## config.mk

```make
export PLATFORM = sky130hd
export DESIGN_NAME = iter_div_unit
export DESIGN_NICKNAME = d
export VERILOG_FILES = /design/src/rtl/iter_div_unit.sv
export SDC_FILE = /design/constraint.sdc
export NUM_CORES = 1
export LEC_CHECK = 0
export BUFFER_PORTS_ARGS = -buffer_cell sky130_fd_sc_hd__buf_4
export CORE_ASPECT_RATIO = 1.1
export CORE_MARGIN = 4
export CORE_UTILIZATION = 39
export DETAILED_ROUTE_END_ITERATION = 7
export HOLD_SLACK_MARGIN = 0.02
export PLACE_DENSITY = 0.62
export REMOVE_ABC_BUFFERS = 1
export SETUP_SLACK_MARGIN = 0.05
export SLEW_MARGIN = 20
export SYNTH_ARGS = -nofsm -noshare
export SYNTH_HDL_FRONTEND = slang
export SYNTH_SLANG_ARGS = --single-unit
```

## constraint.sdc

```tcl
create_clock -name clk -period 3.3 [get_ports clk]
set_clock_uncertainty 0.2 [all_clocks]
set_input_delay 0.165 -clock clk [delete_from_list [all_inputs] [get_ports clk]]
set_output_delay 0.165 -clock clk [all_outputs]
set_load 0.005 [all_outputs]
```

## src/rtl/iter_div_unit.sv

```systemverilog
// iter_div_unit: radix-2 restoring divider for the HI/LO path; result_o = {remainder, quotient}.
// Latency WIDTH+1 edges (2 for divide-by-zero/early-out); busy_o stalls issue, annul_i aborts. Optional: ITER_DIV_EARLY_OUT_EN.
module iter_div_unit #(
    parameter int WIDTH = 32,
    parameter int CNT_W = $clog2(WIDTH + 1)
) (
    input  logic               clk,
    input  logic               rst,
    input  logic               start_i,
    input  logic               signed_i,
    input  logic [WIDTH-1:0]   dividend_i,
    input  logic [WIDTH-1:0]   divisor_i,
    input  logic               annul_i,
    output logic               busy_o,
    output logic               ready_o,
    output logic [2*WIDTH-1:0] result_o
);

    typedef enum logic [1:0] {IDLE, BYZERO, RUN, DONE} state_t;

    state_t             state_q, state_d;
    logic [WIDTH-1:0]   rem_q, rem_d, quo_q, quo_d, dvs_q, dvs_d;
    logic [CNT_W-1:0]   cnt_q, cnt_d;
    logic               neg_quo_q, neg_quo_d, neg_rem_q, neg_rem_d;
    logic               busy_q, busy_d, ready_q, ready_d;
    logic [2*WIDTH-1:0] result_q, result_d;

    logic               a_neg, b_neg, accept, div_zero, early, q_bit;
    logic [WIDTH-1:0]   a_mag, b_mag, diff;
    logic [WIDTH:0]     part;

    assign a_neg    = signed_i & dividend_i[WIDTH-1];
    assign b_neg    = signed_i & divisor_i[WIDTH-1];
    assign a_mag    = a_neg ? -dividend_i : dividend_i;
    assign b_mag    = b_neg ? -divisor_i : divisor_i;
    assign div_zero = (divisor_i == '0);
    assign accept   = start_i & ~annul_i & ((state_q == IDLE) | (state_q == DONE));

`ifdef ITER_DIV_EARLY_OUT_EN
    assign early = (a_mag < b_mag);
`else
    assign early = 1'b0;
`endif

    // The remainder is always below the divisor, so the low WIDTH bits of the difference suffice.
    assign part  = {rem_q, quo_q[WIDTH-1]};
    assign q_bit = (part >= {1'b0, dvs_q});
    assign diff  = part[WIDTH-1:0] - dvs_q;

    always_ff @(posedge clk or negedge rst) begin
        if (!rst) state_q <= IDLE;
        else      state_q <= state_d;
    end

    always_comb begin
        state_d = state_q;
        case (state_q)
            IDLE, DONE: state_d = accept ? ((div_zero | early) ? BYZERO : RUN) : IDLE;
            RUN:        if (cnt_q == CNT_W'(WIDTH - 1)) state_d = DONE;
            BYZERO:     state_d = DONE;
            default:    state_d = IDLE;
        endcase
        if (annul_i) state_d = IDLE;
    end

    always_comb begin
        busy_d   = (state_d == RUN) | (state_d == BYZERO);
        ready_d  = (state_q == DONE);
        result_d = result_q;
        if (state_q == DONE)
            result_d = {neg_rem_q ? -rem_q : rem_q, neg_quo_q ? -quo_q : quo_q};
    end

    // Divide-by-zero and early-out preload the final quotient/remainder and skip iteration.
    always_comb begin
        rem_d     = rem_q;
        quo_d     = quo_q;
        dvs_d     = dvs_q;
        cnt_d     = cnt_q;
        neg_quo_d = neg_quo_q;
        neg_rem_d = neg_rem_q;
        if (accept) begin
            dvs_d = b_mag;
            cnt_d = '0;
            if (div_zero) begin
                quo_d     = '1;
                rem_d     = dividend_i;
                neg_quo_d = 1'b0;
                neg_rem_d = 1'b0;
            end else if (early) begin
                quo_d     = '0;
                rem_d     = a_mag;
                neg_quo_d = 1'b0;
                neg_rem_d = a_neg;
            end else begin
                quo_d     = a_mag;
                rem_d     = '0;
                neg_quo_d = a_neg ^ b_neg;
                neg_rem_d = a_neg;
            end
        end else if (state_q == RUN) begin
            rem_d = q_bit ? diff : part[WIDTH-1:0];
            quo_d = {quo_q[WIDTH-2:0], q_bit};
            cnt_d = cnt_q + CNT_W'(1);
        end
    end

    always_ff @(posedge clk or negedge rst) begin
        if (!rst) begin
            rem_q     <= '0;
            quo_q     <= '0;
            dvs_q     <= '0;
            cnt_q     <= '0;
            neg_quo_q <= 1'b0;
            neg_rem_q <= 1'b0;
            busy_q    <= 1'b0;
            ready_q   <= 1'b0;
            result_q  <= '0;
        end else begin
            rem_q     <= rem_d;
            quo_q     <= quo_d;
            dvs_q     <= dvs_d;
            cnt_q     <= cnt_d;
            neg_quo_q <= neg_quo_d;
            neg_rem_q <= neg_rem_d;
            busy_q    <= busy_d;
            ready_q   <= ready_d;
            result_q  <= result_d;
        end
    end

    assign busy_o   = busy_q;
    assign ready_o  = ready_q;
    assign result_o = result_q;

endmodule
```

==> parameters.txt <==
Parameter                              Value

Status
  Outcome    complete, no violations

Routing
  Via total after detailed routing    10716
  Per-cell via count in the routed design    5.38
  Antenna Nets Post-Route    0
  Drt initial violations    646
  Total wirelength of the detailed-routed design    33700 microns
  Count of unresolved DRC violations after routing    0
  Mean routed wirelength per cell    16.9 microns
  Router iterations before antenna repair    5

Floorplan
  I/O Pins    135
  Die Footprint    32100 sq um
  DIE HEIGHT    187 microns
  Die Wd    171 microns
  Core Footprint    28800 sq um
  Effective utilization at floorplan    39.6%
  FP Rows    65

Critical path
  Cell with the biggest individual delay on the critical path    sky130_fd_sc_hd__or4_4
  CP Capture Type    flop
  Number of buffer and inverter stages on the critical path    0
  Series of cell instances along the critical path    or4_4, or4_4, nand2b_4, or3_4, or3_4, o21a_4, a21oi_2, xnor2_1, mux2_4
  Cell family with the largest share of critical-path delay    simple AND/OR/NAND/NOR gates
  Slowest Stage Delay on Critical Path    530 ps
  Critical path peak fanout    4
  Critical path arrival    3370 ps
  Startpoint kind of the worst setup timing path    flop
  Required time at the endpoint of the critical path    3420 ps
  Critical path start-end classification    reg -> reg

Place
  Placed cell count    1876
  Final GP Congestion    0.874
  HPWL after detailed placement    25200 microns
  Quantity of I/O buffers inserted on ports    134

Clocking
  Clk root buf    sky130_fd_sc_hd__clkbuf_16
  Later-pin clock latency in the skew report    440 ps
  TritonCTS sink count    172
  H-tree lvl count    4
  Deepest clock path buffer count    2
  Number of buffers added by the clock tree synthesis step    17
  Clk slew on worst S/H paths    70 ps
  Clock tree from TritonCTS    built

GRT
  Global-route wire length before repair    54400 microns
  GRT Resource Usage Total    20.8%
  Largest net degree at the start of global routing    71
  Total overflow reported by the global router    0
  Number of antenna violations at the first check in global routing    2
  Vias in the first global route    10466

Final layout
  Layout overhead on the synthesized area    33.1%
  Layout cell share with drive strength beyond 1    23.1%
  Number of fill cells in the layout    2685
  Number of standard cells in the layout, taps in and fillers out    1991
  Number of nets in the final layout    1720

STA
  Highest clock rate    307 MHz
  Unrepaired setup endpoints after global routing    yes
  Fin crit share    98.7%
  Final setup violation count    0
  Max-slew headroom    25.2%
  Slew at the pin closest to its max-slew limit    1120 ps
  Number of hold-slack violations in the final timing report    0
  Pins Over Slew Limit    0
  Setup TNS    0 ps
  Shortest period the worst path allows    3260 ps

Synthesis
  Instance count of the mapped netlist    1345
  Number of enable-type register cells in the synthesized netlist    0
  Fraction of registers with async set or reset after synthesis    100%
  Sequential share of the synthesized area    37.7%
  Avg Inst Size Synth    8.49 sq um
  Cell area after synthesis    11400 sq um
  Main flop type after synthesis    sky130_fd_sc_hd__dfrtp_1
  Total of flip-flops plus latches after synthesis    172
  Warnings, synthesis    0
  Number of distinct library cells after synthesis    66

Hold path
  Worst min-delay path class    in -> reg

Run
  Max-cap check violation count    0

Power
  Leakage power total    6.78 nW
  Peak supply drop    402 uV
  Power density normalized to cell area    735 nW/um^2
## sequential cells by signal (all words and copies together) (netlist names), 2 cells and up
| name | flops |
|---|---|
| quo_q | 32 |
| rem_q | 32 |
| dvs_q | 32 |
| state_q | 2 |
| cnt_q | 6 |
| result_o | 64 |
## where the power goes
part	total (mW)	switching, mW	internal [mW]
logic	6.02	3.30	2.73
clock network	2.18	0.883	1.29
registers	2.96	0.480	2.48
total	11.2	4.66	6.50
## cells in the final DEF, fill, tap and decap left out, types with 6 or more instances in the layout
master | Yosys | layout
sky130_fd_sc_hd__nand3_1 | 12 | 11
sky130_fd_sc_hd__inv_1 | 58 | 57
sky130_fd_sc_hd__nand2_1 | 153 | 152
sky130_fd_sc_hd__nor2_1 | 131 | 126
sky130_fd_sc_hd__xor2_1 | 77 | 77
sky130_fd_sc_hd__a21o_1 | 7 | 7
sky130_fd_sc_hd__and3_1 | 6 | 6
sky130_fd_sc_hd__dfrtp_1 | 172 | 172
sky130_fd_sc_hd__a221o_1 | 7 | 7
sky130_fd_sc_hd__ha_1 | 40 | 34
sky130_fd_sc_hd__nor4_1 | 10 | 8
sky130_fd_sc_hd__buf_4 | 0 | 235
sky130_fd_sc_hd__clkbuf_16 | 0 | 18
sky130_fd_sc_hd__nand4_1 | 9 | 9
sky130_fd_sc_hd__nor3_1 | 12 | 11
sky130_fd_sc_hd__o41ai_1 | 11 | 10
sky130_fd_sc_hd__nand2b_1 | 6 | 6
sky130_fd_sc_hd__o21bai_1 | 7 | 7
sky130_fd_sc_hd__dlygate4sd3_1 | 0 | 72
sky130_fd_sc_hd__nor2b_1 | 8 | 7
sky130_fd_sc_hd__o31ai_1 | 23 | 22
sky130_fd_sc_hd__o21ai_0 | 120 | 120
sky130_fd_sc_hd__or3_1 | 14 | 13
sky130_fd_sc_hd__or4_1 | 18 | 16
sky130_fd_sc_hd__o211ai_1 | 6 | 6
sky130_fd_sc_hd__a221oi_2 | 0 | 10
sky130_fd_sc_hd__a21oi_2 | 3 | 14
sky130_fd_sc_hd__a21oi_1 | 153 | 142
sky130_fd_sc_hd__mux2_2 | 31 | 29
sky130_fd_sc_hd__and2_1 | 16 | 15
sky130_fd_sc_hd__a221oi_1 | 21 | 11
sky130_fd_sc_hd__xnor2_1 | 72 | 71
## cell usage after synthesis, types with 7 or more instances
master / number / area, sq um
sky130_fd_sc_hd__mux2_2: 31 / 349
sky130_fd_sc_hd__nor4_1: 10 / 62.6
sky130_fd_sc_hd__and2_1: 16 / 100
sky130_fd_sc_hd__a221o_1: 7 / 70.1
sky130_fd_sc_hd__nor3_1: 12 / 60.1
sky130_fd_sc_hd__nand4_1: 9 / 56.3
sky130_fd_sc_hd__nand2_1: 153 / 574
sky130_fd_sc_hd__a21oi_1: 153 / 766
sky130_fd_sc_hd__o21bai_1: 7 / 52.6
sky130_fd_sc_hd__ha_1: 40 / 500
sky130_fd_sc_hd__or3_1: 14 / 87.6
sky130_fd_sc_hd__clkbuf_1: 57 / 214
sky130_fd_sc_hd__nor2b_1: 8 / 50.1
sky130_fd_sc_hd__xnor2_1: 72 / 631
sky130_fd_sc_hd__o41ai_1: 11 / 96.3
sky130_fd_sc_hd__a21o_1: 7 / 52.6
sky130_fd_sc_hd__a221oi_1: 21 / 184
sky130_fd_sc_hd__xor2_1: 77 / 674
sky130_fd_sc_hd__dfrtp_1: 172 / 4300
sky130_fd_sc_hd__o21ai_0: 120 / 601
sky130_fd_sc_hd__nand3_1: 12 / 60.1
sky130_fd_sc_hd__nor2_1: 131 / 492
sky130_fd_sc_hd__o31ai_1: 23 / 173
sky130_fd_sc_hd__or4_1: 18 / 135
sky130_fd_sc_hd__inv_1: 58 / 218
## repair_timing
action                                  4_1_cts  5_1_grt
pin swaps                                     3       20
resized for setup                             8       55
hold buffers                                 72        0
buffers inserted                              1        9
gates cloned                                  0        1
endpoints found under the setup margin       23       42
hold endpoints to repair                    162        0
## area by class of cell
cell class | count | area (sq um) | area share [%]
multi-input combinational | 1047 | 6960 | 45.8
sequential | 172 | 4300 | 28.3
timing repair buffer | 314 | 2610 | 17.2
tap | 368 | 460 | 3.03
clock buffer | 19 | 443 | 2.92
inverter | 58 | 218 | 1.43
clock inverter | 12 | 186 | 1.23
antenna | 1 | 2.50 | 0.0165
## worst register-to-register path: cells and delay by family (launching register included)
kind	cells	cell delay [ps]
flops	1	380
compound gates	2	350
xor+xnor	1	70
simple gates	5	1880
mux	1	260
## logic make-up (layout without fill, tap and decap cells)
group	after synthesis	in the layout	share of synthesized area, %
xor gates and xnor gates	149	149	11.4
and+or+nand+nor	415	415	16.8
buffers and inverters	126	403	4.31
adders and majority gates	41	41	4.56
other	0	1	0
DFF	172	172	37.7
AOI/OAI and AO/OA	406	406	21.7
muxes	36	36	3.50
## through the flow
step                      hold slack (ps)  utilization [%]  setup WS [ps]  total power [mW]  instance area [sq um]
after floorplan                      -331                -          -1090              6.29                  11100
after global placement               26.6             46.6           -166              8.29                  13400
after detailed placement             31.0             46.6           -202              8.36                  13400
after CTS                            25.1             51.5           21.4              10.7                  14800
after global routing                 89.7             52.7          -40.5              12.0                  15200
final                                54.9             52.7           42.6              11.2                  15200
## routing by layer
layer  track usage, %  routed length [microns]  vias up
li1                 -                        -     5313
met2             33.5                    15800      275
met3             3.02                     1570       57
met4             7.28                      974        2
met1             28.5                    15300     5069
met5                0                       13        -
## final timing paths
check	startpoint	to	slack, ps	cells past startpoint
max in group asynchronous	rst	result_o[7]	1890	3
worst max-delay path	quo_q[1]	result_o[29]	40	9
worst max register to register	quo_q[1]	result_o[29]	40	9
worst min register to register	dvs_q[3]	dvs_q[3]	280	2
min in group asynchronous	rst	dvs_q[5]	100	2
worst min-delay path	divisor_i[11]	dvs_q[12]	50	5
No activity file was read; power rests on OpenSTA's default activity.
